## config.mk

```make
export PLATFORM = sky130hd
export DESIGN_NAME = draw_cmd_parser_flat
export DESIGN_NICKNAME = d
export VERILOG_FILES = /design/src/rtl/draw_cmd_parser_pkg.sv /design/src/rtl/draw_cmd_parser_if.sv /design/src/rtl/draw_cmd_parser_clip.sv /design/src/rtl/draw_cmd_parser.sv /design/src/flat_wrapper.sv
export SDC_FILE = /design/constraint.sdc
export NUM_CORES = 1
export LEC_CHECK = 0
export ABC_CLOCK_PERIOD_IN_PS = 12700
export CAP_MARGIN = 20
export CORE_ASPECT_RATIO = 0.5
export CORE_MARGIN = 2
export CORE_UTILIZATION = 30
export CTS_CLUSTER_SIZE = 16
export DETAILED_ROUTE_END_ITERATION = 12
export GPL_TIMING_DRIVEN = 1
export PLACE_DENSITY_LB_ADDON = 0.2
export SETUP_SLACK_MARGIN = 0.5
export SLEW_MARGIN = 20
export SYNTH_ARGS = -nofsm -noshare
export SYNTH_HDL_FRONTEND = slang
export SYNTH_SLANG_ARGS = --single-unit
```

## constraint.sdc

```tcl
create_clock -name ACLK -period 12.7 [get_ports ACLK]
set_input_delay 1.905 -clock ACLK [delete_from_list [all_inputs] [get_ports ACLK]]
set_output_delay 1.905 -clock ACLK [all_outputs]
set_load 0.02 [all_outputs]
```

## src/rtl/draw_cmd_parser_pkg.sv

```systemverilog
// Shared types and constants for the display-list command parser.
// - CmdCoordW       : coordinate/size field width (covers 1280x1024)
// - OP_*            : display-list opcodes, carried in word[31:24]
// - parse_state_t   : parser FSM states
// - rect_t          : rectangle {x, y, w, h}
// - op_nargs()      : argument-word count per opcode (0 for NOP/EODL/unknown)
package draw_cmd_parser_pkg;

  localparam int unsigned CmdCoordW = 11;

  localparam logic [7:0] OP_SETFRAME    = 8'h20;
  localparam logic [7:0] OP_SETDRAWAREA = 8'h21;
  localparam logic [7:0] OP_SETFCOLOR   = 8'h23;
  localparam logic [7:0] OP_PATBLT      = 8'h81;
  localparam logic [7:0] OP_EODL        = 8'h0F;
  localparam logic [7:0] OP_NOP         = 8'h00;

  typedef enum logic [2:0] {
    StIdle, StOpc, StArg, StClip, StAddr, StIssue, StWait, StFin
  } parse_state_t;

  typedef struct packed {
    logic [CmdCoordW-1:0] x;
    logic [CmdCoordW-1:0] y;
    logic [CmdCoordW-1:0] w;
    logic [CmdCoordW-1:0] h;
  } rect_t;

  function automatic logic [1:0] op_nargs(input logic [7:0] op);
    case (op)
      OP_SETFRAME, OP_SETDRAWAREA, OP_PATBLT: op_nargs = 2'd2;
      OP_SETFCOLOR:                           op_nargs = 2'd1;
      default:                                op_nargs = 2'd0;
    endcase
  endfunction

endpackage

```

## src/rtl/draw_cmd_parser_if.sv

```systemverilog
// Command-FIFO and fill-engine bus of the display-list parser.
// - cmd_data/cmd_valid/cmd_ready : show-ahead FIFO head and pop
// - fill_valid/fill_ready        : rectangle request handshake
// - fill_addr/sizex/sizey/pitch/color : clipped rectangle request
// - fill_done                    : pulse when the accepted rectangle is written
// master = parser side, slave = FIFO/fill-engine side.
interface draw_cmd_parser_if
  import draw_cmd_parser_pkg::*;
#(
  parameter int unsigned CW = CmdCoordW,
  parameter int unsigned AW = 32
);
  logic [31:0]   cmd_data;
  logic          cmd_valid;
  logic          cmd_ready;
  logic          fill_valid;
  logic          fill_ready;
  logic [AW-1:0] fill_addr;
  logic [CW-1:0] fill_sizex;
  logic [CW-1:0] fill_sizey;
  logic [CW+1:0] fill_pitch;
  logic [23:0]   fill_color;
  logic          fill_done;

  modport master (
    input  cmd_data, cmd_valid, fill_ready, fill_done,
    output cmd_ready, fill_valid, fill_addr, fill_sizex, fill_sizey, fill_pitch, fill_color
  );

  modport slave (
    output cmd_data, cmd_valid, fill_ready, fill_done,
    input  cmd_ready, fill_valid, fill_addr, fill_sizex, fill_sizey, fill_pitch, fill_color
  );
endinterface

```

## src/rtl/draw_cmd_parser_clip.sv

```systemverilog
// Registered rectangle intersection (the CLIP stage).
// - clk_i, rst_i         : clock, synchronous active-high reset
// - load_i               : capture a new result (last PATBLT argument)
// - rect_i, area_i       : PATBLT rectangle and draw area
// - frame_w_i, frame_h_i : frame size
// - x0_o, y0_o, w_o, h_o : clipped rectangle; w/h are 0 when empty
// - empty_o              : nothing left after clipping
module draw_cmd_parser_clip
  import draw_cmd_parser_pkg::*;
(
  input  logic                 clk_i,
  input  logic                 rst_i,
  input  logic                 load_i,
  input  rect_t                rect_i,
  input  rect_t                area_i,
  input  logic [CmdCoordW-1:0] frame_w_i,
  input  logic [CmdCoordW-1:0] frame_h_i,
  output logic [CmdCoordW-1:0] x0_o,
  output logic [CmdCoordW-1:0] y0_o,
  output logic [CmdCoordW-1:0] w_o,
  output logic [CmdCoordW-1:0] h_o,
  output logic                 empty_o
);
  // One extra bit so far edges never wrap.
  localparam int unsigned SW = CmdCoordW + 1;
  typedef logic [SW-1:0] sum_t;

  function automatic sum_t min3(input sum_t a, input sum_t b, input sum_t c);
    sum_t m;
    m = (a < b) ? a : b;
    return (m < c) ? m : c;
  endfunction

  logic [CmdCoordW-1:0] x0_c, y0_c, w_c, h_c;
  sum_t                 x1_c, y1_c;
  logic                 empty_c;
  logic [CmdCoordW-1:0] x0_q, y0_q, w_q, h_q;
  logic                 empty_q;

  always_comb begin
    x0_c    = (rect_i.x > area_i.x) ? rect_i.x : area_i.x;
    y0_c    = (rect_i.y > area_i.y) ? rect_i.y : area_i.y;
    x1_c    = min3(SW'(rect_i.x) + SW'(rect_i.w), SW'(area_i.x) + SW'(area_i.w), SW'(frame_w_i));
    y1_c    = min3(SW'(rect_i.y) + SW'(rect_i.h), SW'(area_i.y) + SW'(area_i.h), SW'(frame_h_i));
    empty_c = (x1_c <= SW'(x0_c)) || (y1_c <= SW'(y0_c));
    // Non-empty implies x1 <= frame width, so the difference fits CmdCoordW bits.
    w_c     = empty_c ? '0 : CmdCoordW'(x1_c - SW'(x0_c));
    h_c     = empty_c ? '0 : CmdCoordW'(y1_c - SW'(y0_c));
  end

  always_ff @(posedge clk_i) begin
    if (rst_i) begin
      x0_q    <= '0;
      y0_q    <= '0;
      w_q     <= '0;
      h_q     <= '0;
      empty_q <= 1'b0;
    end else if (load_i) begin
      x0_q    <= x0_c;
      y0_q    <= y0_c;
      w_q     <= w_c;
      h_q     <= h_c;
      empty_q <= empty_c;
    end
  end

  assign x0_o    = x0_q;
  assign y0_o    = y0_q;
  assign w_o     = w_q;
  assign h_o     = h_q;
  assign empty_o = empty_q;
endmodule

```

## src/rtl/draw_cmd_parser.sv

```systemverilog
// Display-list command parser: pops words from the DRAWCMD FIFO, decodes
// SETFRAME/SETDRAWAREA/SETFCOLOR/PATBLT/EODL/NOP, clips each PATBLT against the
// draw area and frame, and issues one rectangle at a time to the fill engine.
// - ACLK, ARST        : clock, synchronous active-high reset
// - start             : DRAWCTRL[0] write pulse; ignored while busy
// - busy              : list being executed
// - err               : sticky unknown-opcode flag, cleared by start
// - DRW_IRQ           : one-cycle pulse at end of list or on error
// - bus (master)      : command FIFO and fill-engine handshakes
module draw_cmd_parser
  import draw_cmd_parser_pkg::*;
#(
  parameter int unsigned CW = CmdCoordW,
  parameter int unsigned AW = 32
) (
  input  logic ACLK,
  input  logic ARST,
  input  logic start,
  output logic busy,
  output logic err,
  output logic DRW_IRQ,
  draw_cmd_parser_if.master bus
);
  parse_state_t  state_q, state_d;
  logic [7:0]    opcode, op_q;
  logic [1:0]    arg_cnt_q;
  logic [31:0]   arg1_q;
  logic          op_bad, arg_xfer, arg_last, clip_load;
  logic [CW-1:0] cmd_hi, cmd_lo, arg1_hi, arg1_lo;
  logic [AW-1:0] vram_q, addr_q, pix_idx;
  logic [CW-1:0] fw_q, fh_q;
  rect_t         area_q, blt_rect;
  logic [23:0]   color_q;
  logic          err_q;
  logic [CW-1:0] clip_x0, clip_y0, clip_w, clip_h;
  logic          clip_empty;

  assign opcode   = bus.cmd_data[31:24];
  assign cmd_hi   = bus.cmd_data[16 +: CW];
  assign cmd_lo   = bus.cmd_data[0 +: CW];
  assign arg1_hi  = arg1_q[16 +: CW];
  assign arg1_lo  = arg1_q[0 +: CW];
  assign op_bad   = (op_nargs(opcode) == 2'd0) && (opcode != OP_NOP) && (opcode != OP_EODL);
  assign arg_xfer = (state_q == StArg) && bus.cmd_valid;
  assign arg_last = arg_xfer && ((arg_cnt_q + 2'd1) == op_nargs(op_q));
  assign clip_load = arg_last && (op_q == OP_PATBLT);
  // Clip inputs are taken straight from the transferring word so the CLIP
  // state already sees the registered intersection.
  assign blt_rect = rect_t'{x: arg1_hi, y: arg1_lo, w: cmd_hi, h: cmd_lo};
  assign pix_idx  = AW'(clip_y0) * AW'(fw_q) + AW'(clip_x0);

  draw_cmd_parser_clip u_clip (
    .clk_i     (ACLK),
    .rst_i     (ARST),
    .load_i    (clip_load),
    .rect_i    (blt_rect),
    .area_i    (area_q),
    .frame_w_i (fw_q),
    .frame_h_i (fh_q),
    .x0_o      (clip_x0),
    .y0_o      (clip_y0),
    .w_o       (clip_w),
    .h_o       (clip_h),
    .empty_o   (clip_empty)
  );

  always_ff @(posedge ACLK) begin
    if (ARST) state_q <= StIdle;
    else      state_q <= state_d;
  end

  always_comb begin
    state_d = state_q;
    unique case (state_q)
      StIdle:  if (start) state_d = StOpc;
      StOpc: begin
        if (bus.cmd_valid) begin
          if (op_nargs(opcode) != 2'd0) state_d = StArg;
          else if (opcode != OP_NOP)    state_d = StFin;  // EODL or unknown
        end
      end
      StArg:   if (arg_last) state_d = (op_q == OP_PATBLT) ? StClip : StOpc;
      StClip:  state_d = clip_empty ? StOpc : StAddr;
      StAddr:  state_d = StIssue;
      StIssue: if (bus.fill_ready) state_d = StWait;
      StWait:  if (bus.fill_done) state_d = StOpc;
      StFin:   state_d = StIdle;
      default: state_d = StIdle;
    endcase
  end

  always_comb begin
    bus.cmd_ready  = 1'b0;
    bus.fill_valid = 1'b0;
    busy           = 1'b0;
    DRW_IRQ        = 1'b0;
    unique case (state_q)
      StOpc, StArg: begin
        bus.cmd_ready = 1'b1;
        busy          = 1'b1;
      end
      StClip, StAddr, StWait: busy = 1'b1;
      StIssue: begin
        bus.fill_valid = 1'b1;
        busy           = 1'b1;
      end
      StFin:   DRW_IRQ = 1'b1;
      default: ;
    endcase
  end

  always_ff @(posedge ACLK) begin
    if (ARST) begin
      op_q      <= '0;
      arg_cnt_q <= '0;
      arg1_q    <= '0;
      vram_q    <= '0;
      fw_q      <= '0;
      fh_q      <= '0;
      area_q    <= '0;
      color_q   <= '0;
      addr_q    <= '0;
      err_q     <= 1'b0;
    end else begin
      if ((state_q == StIdle) && start) err_q <= 1'b0;
      if ((state_q == StOpc) && bus.cmd_valid) begin
        op_q      <= opcode;
        arg_cnt_q <= '0;
        if (op_bad) err_q <= 1'b1;
      end
      if (arg_xfer) begin
        arg_cnt_q <= arg_cnt_q + 2'd1;
        if (arg_cnt_q == 2'd0) arg1_q <= bus.cmd_data;
        if (arg_last) begin
          case (op_q)
            OP_SETFRAME: begin
              vram_q <= AW'(arg1_q);
              fw_q   <= cmd_hi;
              fh_q   <= cmd_lo;
            end
            OP_SETDRAWAREA: area_q  <= rect_t'{x: arg1_hi, y: arg1_lo, w: cmd_hi, h: cmd_lo};
            OP_SETFCOLOR:   color_q <= bus.cmd_data[23:0];
            default: ;
          endcase
        end
      end
      if (state_q == StAddr) addr_q <= vram_q + (pix_idx << 2);
    end
  end

  assign err            = err_q;
  assign bus.fill_addr  = addr_q;
  assign bus.fill_sizex = clip_w;
  assign bus.fill_sizey = clip_h;
  assign bus.fill_pitch = {fw_q, 2'b00};
  assign bus.fill_color = color_q;
endmodule

```

## src/flat_wrapper.sv

```systemverilog
// flat-port wrapper written by rule: the top's interface ports become plain ports
module draw_cmd_parser_flat import draw_cmd_parser_pkg::*;
#(
  parameter int unsigned CW = CmdCoordW,
  parameter int unsigned AW = 32
)
  (ACLK, ARST, start, busy, err, DRW_IRQ, bus_cmd_data, bus_cmd_valid, bus_fill_ready, bus_fill_done, bus_cmd_ready, bus_fill_valid, bus_fill_addr, bus_fill_sizex, bus_fill_sizey, bus_fill_pitch, bus_fill_color);
  draw_cmd_parser_if #(.CW(CW), .AW(AW)) bus_i ();
  input  logic ACLK;
  input  logic ARST;
  input  logic start;
  output logic busy;
  output logic err;
  output logic DRW_IRQ;
  input wire logic [$bits(bus_i.cmd_data)-1:0] bus_cmd_data;
  input wire logic [$bits(bus_i.cmd_valid)-1:0] bus_cmd_valid;
  input wire logic [$bits(bus_i.fill_ready)-1:0] bus_fill_ready;
  input wire logic [$bits(bus_i.fill_done)-1:0] bus_fill_done;
  output wire logic [$bits(bus_i.cmd_ready)-1:0] bus_cmd_ready;
  output wire logic [$bits(bus_i.fill_valid)-1:0] bus_fill_valid;
  output wire logic [$bits(bus_i.fill_addr)-1:0] bus_fill_addr;
  output wire logic [$bits(bus_i.fill_sizex)-1:0] bus_fill_sizex;
  output wire logic [$bits(bus_i.fill_sizey)-1:0] bus_fill_sizey;
  output wire logic [$bits(bus_i.fill_pitch)-1:0] bus_fill_pitch;
  output wire logic [$bits(bus_i.fill_color)-1:0] bus_fill_color;
  assign bus_i.cmd_data = bus_cmd_data;
  assign bus_i.cmd_valid = bus_cmd_valid;
  assign bus_i.fill_ready = bus_fill_ready;
  assign bus_i.fill_done = bus_fill_done;
  assign bus_cmd_ready = bus_i.cmd_ready;
  assign bus_fill_valid = bus_i.fill_valid;
  assign bus_fill_addr = bus_i.fill_addr;
  assign bus_fill_sizex = bus_i.fill_sizex;
  assign bus_fill_sizey = bus_i.fill_sizey;
  assign bus_fill_pitch = bus_i.fill_pitch;
  assign bus_fill_color = bus_i.fill_color;
  draw_cmd_parser #(.CW(CW), .AW(AW)) u_core (.ACLK(ACLK), .ARST(ARST), .start(start), .busy(busy), .err(err), .DRW_IRQ(DRW_IRQ), .bus(bus_i));
endmodule
```

; Yosys cells after proc, flatten, opt, wreduce, memory -nomap -nowiden
; Cells that the tools add are included.
[word_totals]
reg_bits = 245
latch_bits = 0
ram_bits = 0
romBits = 0
in_bits = 38
out_inout_bits = 96
wordCells = 114
memories = 0
[classes]
n_addsub = 9
multipliers = 1
div = 0
n_lt_le_gt_ge = 8
n_eq_ne = 23
n_shift = 0
mux = 31
n_bitwise = 0
reduce_logical = 23
[ops]
columns = operator, n
row1 = 11-bit by 11-bit adder with 12-bit output, 4
row2 = "8-bit by 6-bit equality test with 1-bit output, second input constant", 6
row3 = 12-bit two-way mux, 4
row4 = 11-bit two-way mux, 4
row5 = 32-bit adder, 1
row6 = 12-bit by 11-bit <= comparator with 1-bit output, 2
row7 = 12-bit by 11-bit less-than comparator with 1-bit output, 2
row8 = 12-bit less-than comparator, 2
row9 = 3-bit two-way mux, 8
row10 = 3-bit one-hot mux with 8 select lines, 1
row11 = 22-bit by 11-bit adder with 23-bit output, 1
row12 = 11-bit greater-than comparator, 2
row13 = 11-bit by 11-bit multiplier with 22-bit output, 1
row14 = 11-bit subtractor, 2
row15 = "8-bit equality test, second input constant", 2
row16 = "3-bit equality test, second input constant", 4
row17 = 2-bit two-way mux, 5
row18 = 3-bit AND reduction, 3
row19 = "2-bit != test, second input constant", 4
row20 = "8-bit by 4-bit != test with 1-bit output, second input constant", 1
row21 = 2-bit one-hot mux with 2 select lines, 2
row22 = 8-bit nonzero test, 1
row23 = 1-bit logical AND, 7
row24 = 1-bit two-way mux, 7
row25 = other kinds (15), 19

; Longest topological paths before layout
[depth]
depth_word = 9
mapped_depth = 37
depth_no_buf = 34

; By module
; A second synthesis with hierarchy kept.
[hier_totals]
cells_unflattened = 2517
area_unflattened_um2 = 20161.8
[by_module_without_submodules]
columns = mod, instances, cells_each, area_each_um2
row1 = draw_cmd_parser, 1, 1681, 13491.7
row2 = draw_cmd_parser_clip, 1, 836, 6670.1

; Worst setup path after synthesis
; Ideal clock, no wire load.
[synth_timing]
path_type = input -> register
start = input bus_cmd_data[0]
end = register u_core.u_clip.h_q[0] (netlist: u_core.u_clip.h_o[0])
setup_ns = 0.117
arrival_ns = 8.949
required_time_ns = 12.583
setup_slack_ns = 3.634
path_stages = 35
path_buffers = 3
path_cell_list = ha_1 > fa_1 > a21o_1 > a221o_1 > o41ai_1 > o21ai_0 > xor2_1 > ha_1 > a2111oi_0 > o21ai_0 > a41o_1 > nand2_1 > clkbuf_1 > nand2_1 > o21ai_0 > ha_1 > a21o_1 > a21o_1 > a21oi_1 > nor2_1 > a211oi_1 > o211ai_1 > a22o_1 > buf_2 > mux2_1 > ha_1 > nor2b_1 > o21ai_0 > a21oi_1 > o41ai_1 > o21ai_0 > a21oi_1 > nor2b_1 > buf_2 > a22o_1
[synth_between]
elab_chain_cells = 8
elab_cells_between_ends = 9
cone_classes = add/sub (2) / order compare (3) / mux (3) / reduce/logical (1)
[synth_lines]
columns = item, line
row1 = from (decl), flat_wrapper.sv:15  ; input wire logic [$bits(bus_i.cmd_data)-1:0] bus_cmd_data;
row2 = 11-bit by 11-bit adder with 12-bit output (*), draw_cmd_parser_clip.sv:44  ; y1_c = min3(SW'(rect_i.y) + SW'(rect_i.h), SW'(area_i.y) + SW'(area_i.h), SW'(frame_h_i));
row3 = 12-bit less-than comparator, draw_cmd_parser_clip.sv:30  ; m = (a < b) ? a : b;
row4 = 12-bit two-way mux (*), draw_cmd_parser_clip.sv:30
row5 = 12-bit by 11-bit less-than comparator with 1-bit output, draw_cmd_parser_clip.sv:31  ; return (m < c) ? m : c;
row6 = 12-bit two-way mux (*), draw_cmd_parser_clip.sv:31
row7 = 12-bit by 11-bit <= comparator with 1-bit output, draw_cmd_parser_clip.sv:45  ; empty_c = (x1_c <= SW'(x0_c)) || (y1_c <= SW'(y0_c));
row8 = 1-bit logical OR, draw_cmd_parser_clip.sv:45
row9 = 11-bit two-way mux (*), draw_cmd_parser_clip.sv:48  ; h_c = empty_c ? '0 : CmdCoordW'(y1_c - SW'(y0_c));
row10 = to (signal assigned), draw_cmd_parser_clip.sv:56  ; h_q <= '0;
row11 = to (signal assigned), draw_cmd_parser_clip.sv:62  ; h_q <= h_c;
row12 = to (decl), draw_cmd_parser_clip.sv:37  ; logic [CmdCoordW-1:0] x0_q, y0_q, w_q, h_q;
; Mark *: on every way between the ends. The rest lies on a longest branch, timed or not.
; A chain may end at the register's enable or synchronous reset.

; Worst setup path in the final report
[layout_timing]
start = input bus_cmd_data[0]
end = register u_core.u_clip.w_q[10] (netlist: u_core.u_clip.w_o[10])
[layout_between]
elab_chain_cells = 8
[layout_lines]
columns = item, line
row1 = 11-bit by 11-bit adder with 12-bit output (*), draw_cmd_parser_clip.sv:44
row2 = 12-bit less-than comparator, draw_cmd_parser_clip.sv:30
row3 = 12-bit two-way mux (*), draw_cmd_parser_clip.sv:30
row4 = 12-bit by 11-bit less-than comparator with 1-bit output, draw_cmd_parser_clip.sv:31
row5 = 12-bit two-way mux (*), draw_cmd_parser_clip.sv:31
row6 = 12-bit by 11-bit <= comparator with 1-bit output (*), draw_cmd_parser_clip.sv:45
row7 = 1-bit logical OR (*), draw_cmd_parser_clip.sv:45
row8 = 11-bit two-way mux (*), draw_cmd_parser_clip.sv:47  ; w_c = empty_c ? '0 : CmdCoordW'(x1_c - SW'(x0_c));
row9 = to (signal assigned), draw_cmd_parser_clip.sv:61  ; w_q <= w_c;
row10 = to (decl), draw_cmd_parser_clip.sv:37
; Marks and branches as above.

==> results.txt <==
----------------------------------------------------
[Run status]
  Result of the run ... finished, final reports clean

[Layout]
  Leading cell type in the layout, fill and taps excluded ... sky130_fd_sc_hd__nand2_1
  Share of cells above drive strength 1 ... 0.0418
  Sequential cell area ... 0.00490 mm²
  Net total in the final layout ... 2801
  Layout-stage area growth over the synthesis result ... 15.9%
  Post-route insts no fill ... 3304
  Antenna Cells ... 0
  Final cell utilization of the core ... 0.352
  Most frequent cells in the layout ... 467 x sky130_fd_sc_hd__nand2_1, 245 x sky130_fd_sc_hd__dfxtp_1, 228 x sky130_fd_sc_hd__a21oi_1
  Filler instances ... 6588
  Footprint of the multi-input gates ... 0.0131 mm²

[Clock tree]
  Clk_lat worst skew ... 0.56 ns
  Post-CTS repair timing setup buffer count ... 0
  Post-CTS sizing ... 0
  Clock tree from TritonCTS ... done
  TritonCTS Sinks ... 245
  Clock buffer count from CTS ... 27
  Clock-pin slew reported for the worst setup and hold paths after clock tree synthesis ... 0.06 ns
  Hold Buf Count CTS ... 0
  Clk root buf ... sky130_fd_sc_hd__clkbuf_16
  Maximum number of buffers from clock root to sink ... 3
  CTS H-tree lvls ... 1

[STA]
  Part of the cycle the worst path needs ... 0.823
  PnR worst setup slack ... 2.25 ns
  Final Hold Violating Endpoints ... 0
  Slew at the pin closest to its max-slew limit ... 0.892 ns
  Final-report setup violation count ... 0
  Final sum of negative setup slack ... 0 ns
  Worst hold slack ... 0.451 ns
  Time the final worst path needs with I/O delays and setup ... 10.45 ns
  Max Fclk ... 95.7 MHz
  Worst clock skew ... 0.0142 ns
  Headroom to the max-slew limit ... 0.403
  Number of max-slew violations in the final report ... 0
  RSZ-0062 raised after global routing ... false

[Place]
  Cell count after placement ... 3255
  Detailed Place HPWL ... 44400 µm
  Placer's final routability congestion estimate ... 0.848
  Worst slack after detailed placement ... 1.83 ns
  Buffers added on ports ... 131

[Worst setup path]
  CP Capture Type ... flip-flop
  Buffering stage count on the worst path with inverters included ... 2
  FF-to-FF setup slack ... 3.73 ns
  Crit path max fanout ... 21
  Cell repeated most along the worst path ... sky130_fd_sc_hd__o21ai_0
  Register-to-Register Path Depth ... 32
  Launch instance of the worst register-to-register path ... u_core.arg1_q[0]
  Crit-path max cell delay ... 0.52 ns
  Worst setup SP type ... input port
  Cell with the biggest individual delay on the critical path ... sky130_fd_sc_hd__clkdlybuf4s50_1
  Levels on crit path ... 33
  Crit-path leading delay family ... compound AO/OA/AOI/OAI gates
  Worst setup path class ... input port to flip-flop
  Endpoint of the most critical register-to-register path ... u_core.u_clip.w_o[10]
  Worst Path Required ... 13.14 ns
  Data arrival time of the critical path ... 10.89 ns

[Routing]
  Total vias in the final route ... 16200
  Antenna violation net count after detailed routing ... 0
  Wire length after detailed routing ... 57700 µm
  DRT iter0 DRCs ... 882
  Detail-routed via count per cell ... 4.89
  Number of optimization iterations in the first detailed-route pass ... 5
  DR DRC count ... 0
  Average detailed-routed wire length per instance ... 17.5 µm

[Floorplan]
  Initial Util ... 0.304
  Vertical die dimension ... 183 µm
  Number of top-level pins ... 134
  Core region area ... 0.0632 mm²
  Placement row count ... 65
  X dimension of the die ... 362 µm
  Overall die area ... 0.0662 mm²

[GRT]
  Antenna violations before repair ... 1
  Remaining global-route overflow ... 0
  Global-route usage over all layers ... 0.175
  Largest net degree at the start of global routing ... 176
  Via count of the first global-routing pass ... 16000
  Global-route wire length before repair ... 91700 µm

[Synth]
  Asr flop ratio synth ... 0
  Synthesized instance count ... 2371
  Netlist cell types ... 67
  Sequential area share after synthesis ... 0.255
  Average footprint of a synthesized cell ... 8.11 µm²
  Dominant synthesized flop cell ... sky130_fd_sc_hd__dfxtp_1
  Number of flops mapped to enable cells by yosys ... 0
  Total of warnings raised by yosys ... 0
  Combined area of all synthesized cells ... 0.0192 mm²
  Post-synthesis register bit count ... 245

[Job]
  Number of maximum-capacitance violations ... 0

[Power and ir drop]
  Cell area power density ... 100 mW/mm²
  Worst vdd rail ir drop ... 0.0673 mV
  Leakage dissipation ... 9.61 nW

[Hold path]
  Worst hold path depth ... 2
  Hold path start ... u_core.bus.fill_addr[14]
  Worst min path class ... flip-flop to flip-flop
  Endpoint of the worst hold path ... u_core.bus.fill_addr[14]

----------------------------------------------------
==> synthesized netlist by cell type (all sizes together), types with 40 or more instances <==
cell / number / area [µm²]
and2: 40 / 250
nand2: 468 / 1760
a211oi: 47 / 353
inv: 198 / 743
dfxtp: 245 / 4900
a21oi: 228 / 1140
mux2i: 49 / 490
fa: 99 / 1980
xnor2: 48 / 420
o21ai: 80 / 400
ha: 217 / 2720
nor2: 148 / 588
clkbuf: 73 / 275
==> worst max-delay path by stage <==
stage,slack (ns),start,to
after floorplan,3.63,bus_cmd_data[0],u_core.u_clip.h_o[0]
after CTS,2.32,bus_cmd_data[0],u_core.u_clip.w_o[10]
after global routing,1.38,bus_cmd_data[0],u_core.u_clip.w_o[10]
after detailed placement,1.83,bus_cmd_data[0],u_core.u_clip.w_o[10]
after global placement,2.03,bus_cmd_data[0],u_core.u_clip.w_o[10]
final,2.25,bus_cmd_data[0],u_core.u_clip.w_o[10]
==> cell families (layout without fill, tap and decap cells) <==
family	Yosys count	count (layout)	synth area share
compound gates	514	514	0.165
xor+xnor	81	81	0.0369
fa+ha+maj	316	316	0.244
buf+inv	303	398	0.0643
flops	245	245	0.255
mux	73	73	0.0396
other cells	1	2	0.000195
simple gates	838	838	0.194
==> cell type report <==
type | count | share of cell area
clock buffer | 39 | 0.0364
clock inverter | 10 | 0.00848
inverter | 199 | 0.0335
multi-input combinational | 1824 | 0.588
sequential | 245 | 0.220
tap | 837 | 0.0470
timing repair buffer | 150 | 0.0659
==> routing by layer <==
layer,wire [µm],vias to the layer above,GRT usage
met3,1710,52,0.0189
met5,0,-,0
met4,806,0,0.0275
li1,-,8198,-
met1,28800,7715,0.249
met2,26300,191,0.288
==> worst reg2reg max path, delay by kind of cell (launching register included) <==
kind	cells	cell delay [ns]
flip-flops	1	0.42
buffers and inverters	1	0.21
XOR/XNOR	1	0.19
multiplexers	1	0.41
AND/OR/NAND/NOR	4	0.77
adder cells (fa/ha/maj)	5	1.71
AO/OA/AOI/OAI	20	5.18
==> through the flow <==
step	cell area (µm²)	total power [mW]
CTS	22300	2.25
finish	22300	2.23
global placement	21300	1.35
global route	22300	2.35
detailed placement	21300	1.35
floorplan	19200	1.21
==> power by group <==
| part | internal, mW | leakage, nW | switching, mW | total (mW) |
|---|---|---|---|---|
| clock network | 0.544 | 0.476 | 0.344 | 0.888 |
| registers | 0.783 | 1.97 | 0.0209 | 0.804 |
| logic | 0.225 | 7.16 | 0.309 | 0.534 |
| total | 1.55 | 9.61 | 0.674 | 2.23 |
==> state kept, by name, indices dropped and copies added (netlist names) <==
| signal | flops |
|---|---|
| u_core.u_clip.h_o | 11 |
| u_core.err | 1 |
| u_core.u_clip.y0_o | 11 |
| u_core.state_q | 3 |
| u_core.fw_q | 11 |
| u_core.arg1_q | 32 |
| u_core.op_q | 8 |
| u_core.arg_cnt_q | 2 |
| u_core.fh_q | 11 |
| u_core.bus.fill_addr | 32 |
| u_core.u_clip.w_o | 11 |
| u_core.u_clip.empty_o | 1 |
| u_core.area_q | 44 |
| u_core.bus.fill_color | 24 |
| u_core.u_clip.x0_o | 11 |
| u_core.vram_q | 32 |
(Power assumes the default switching activity.)
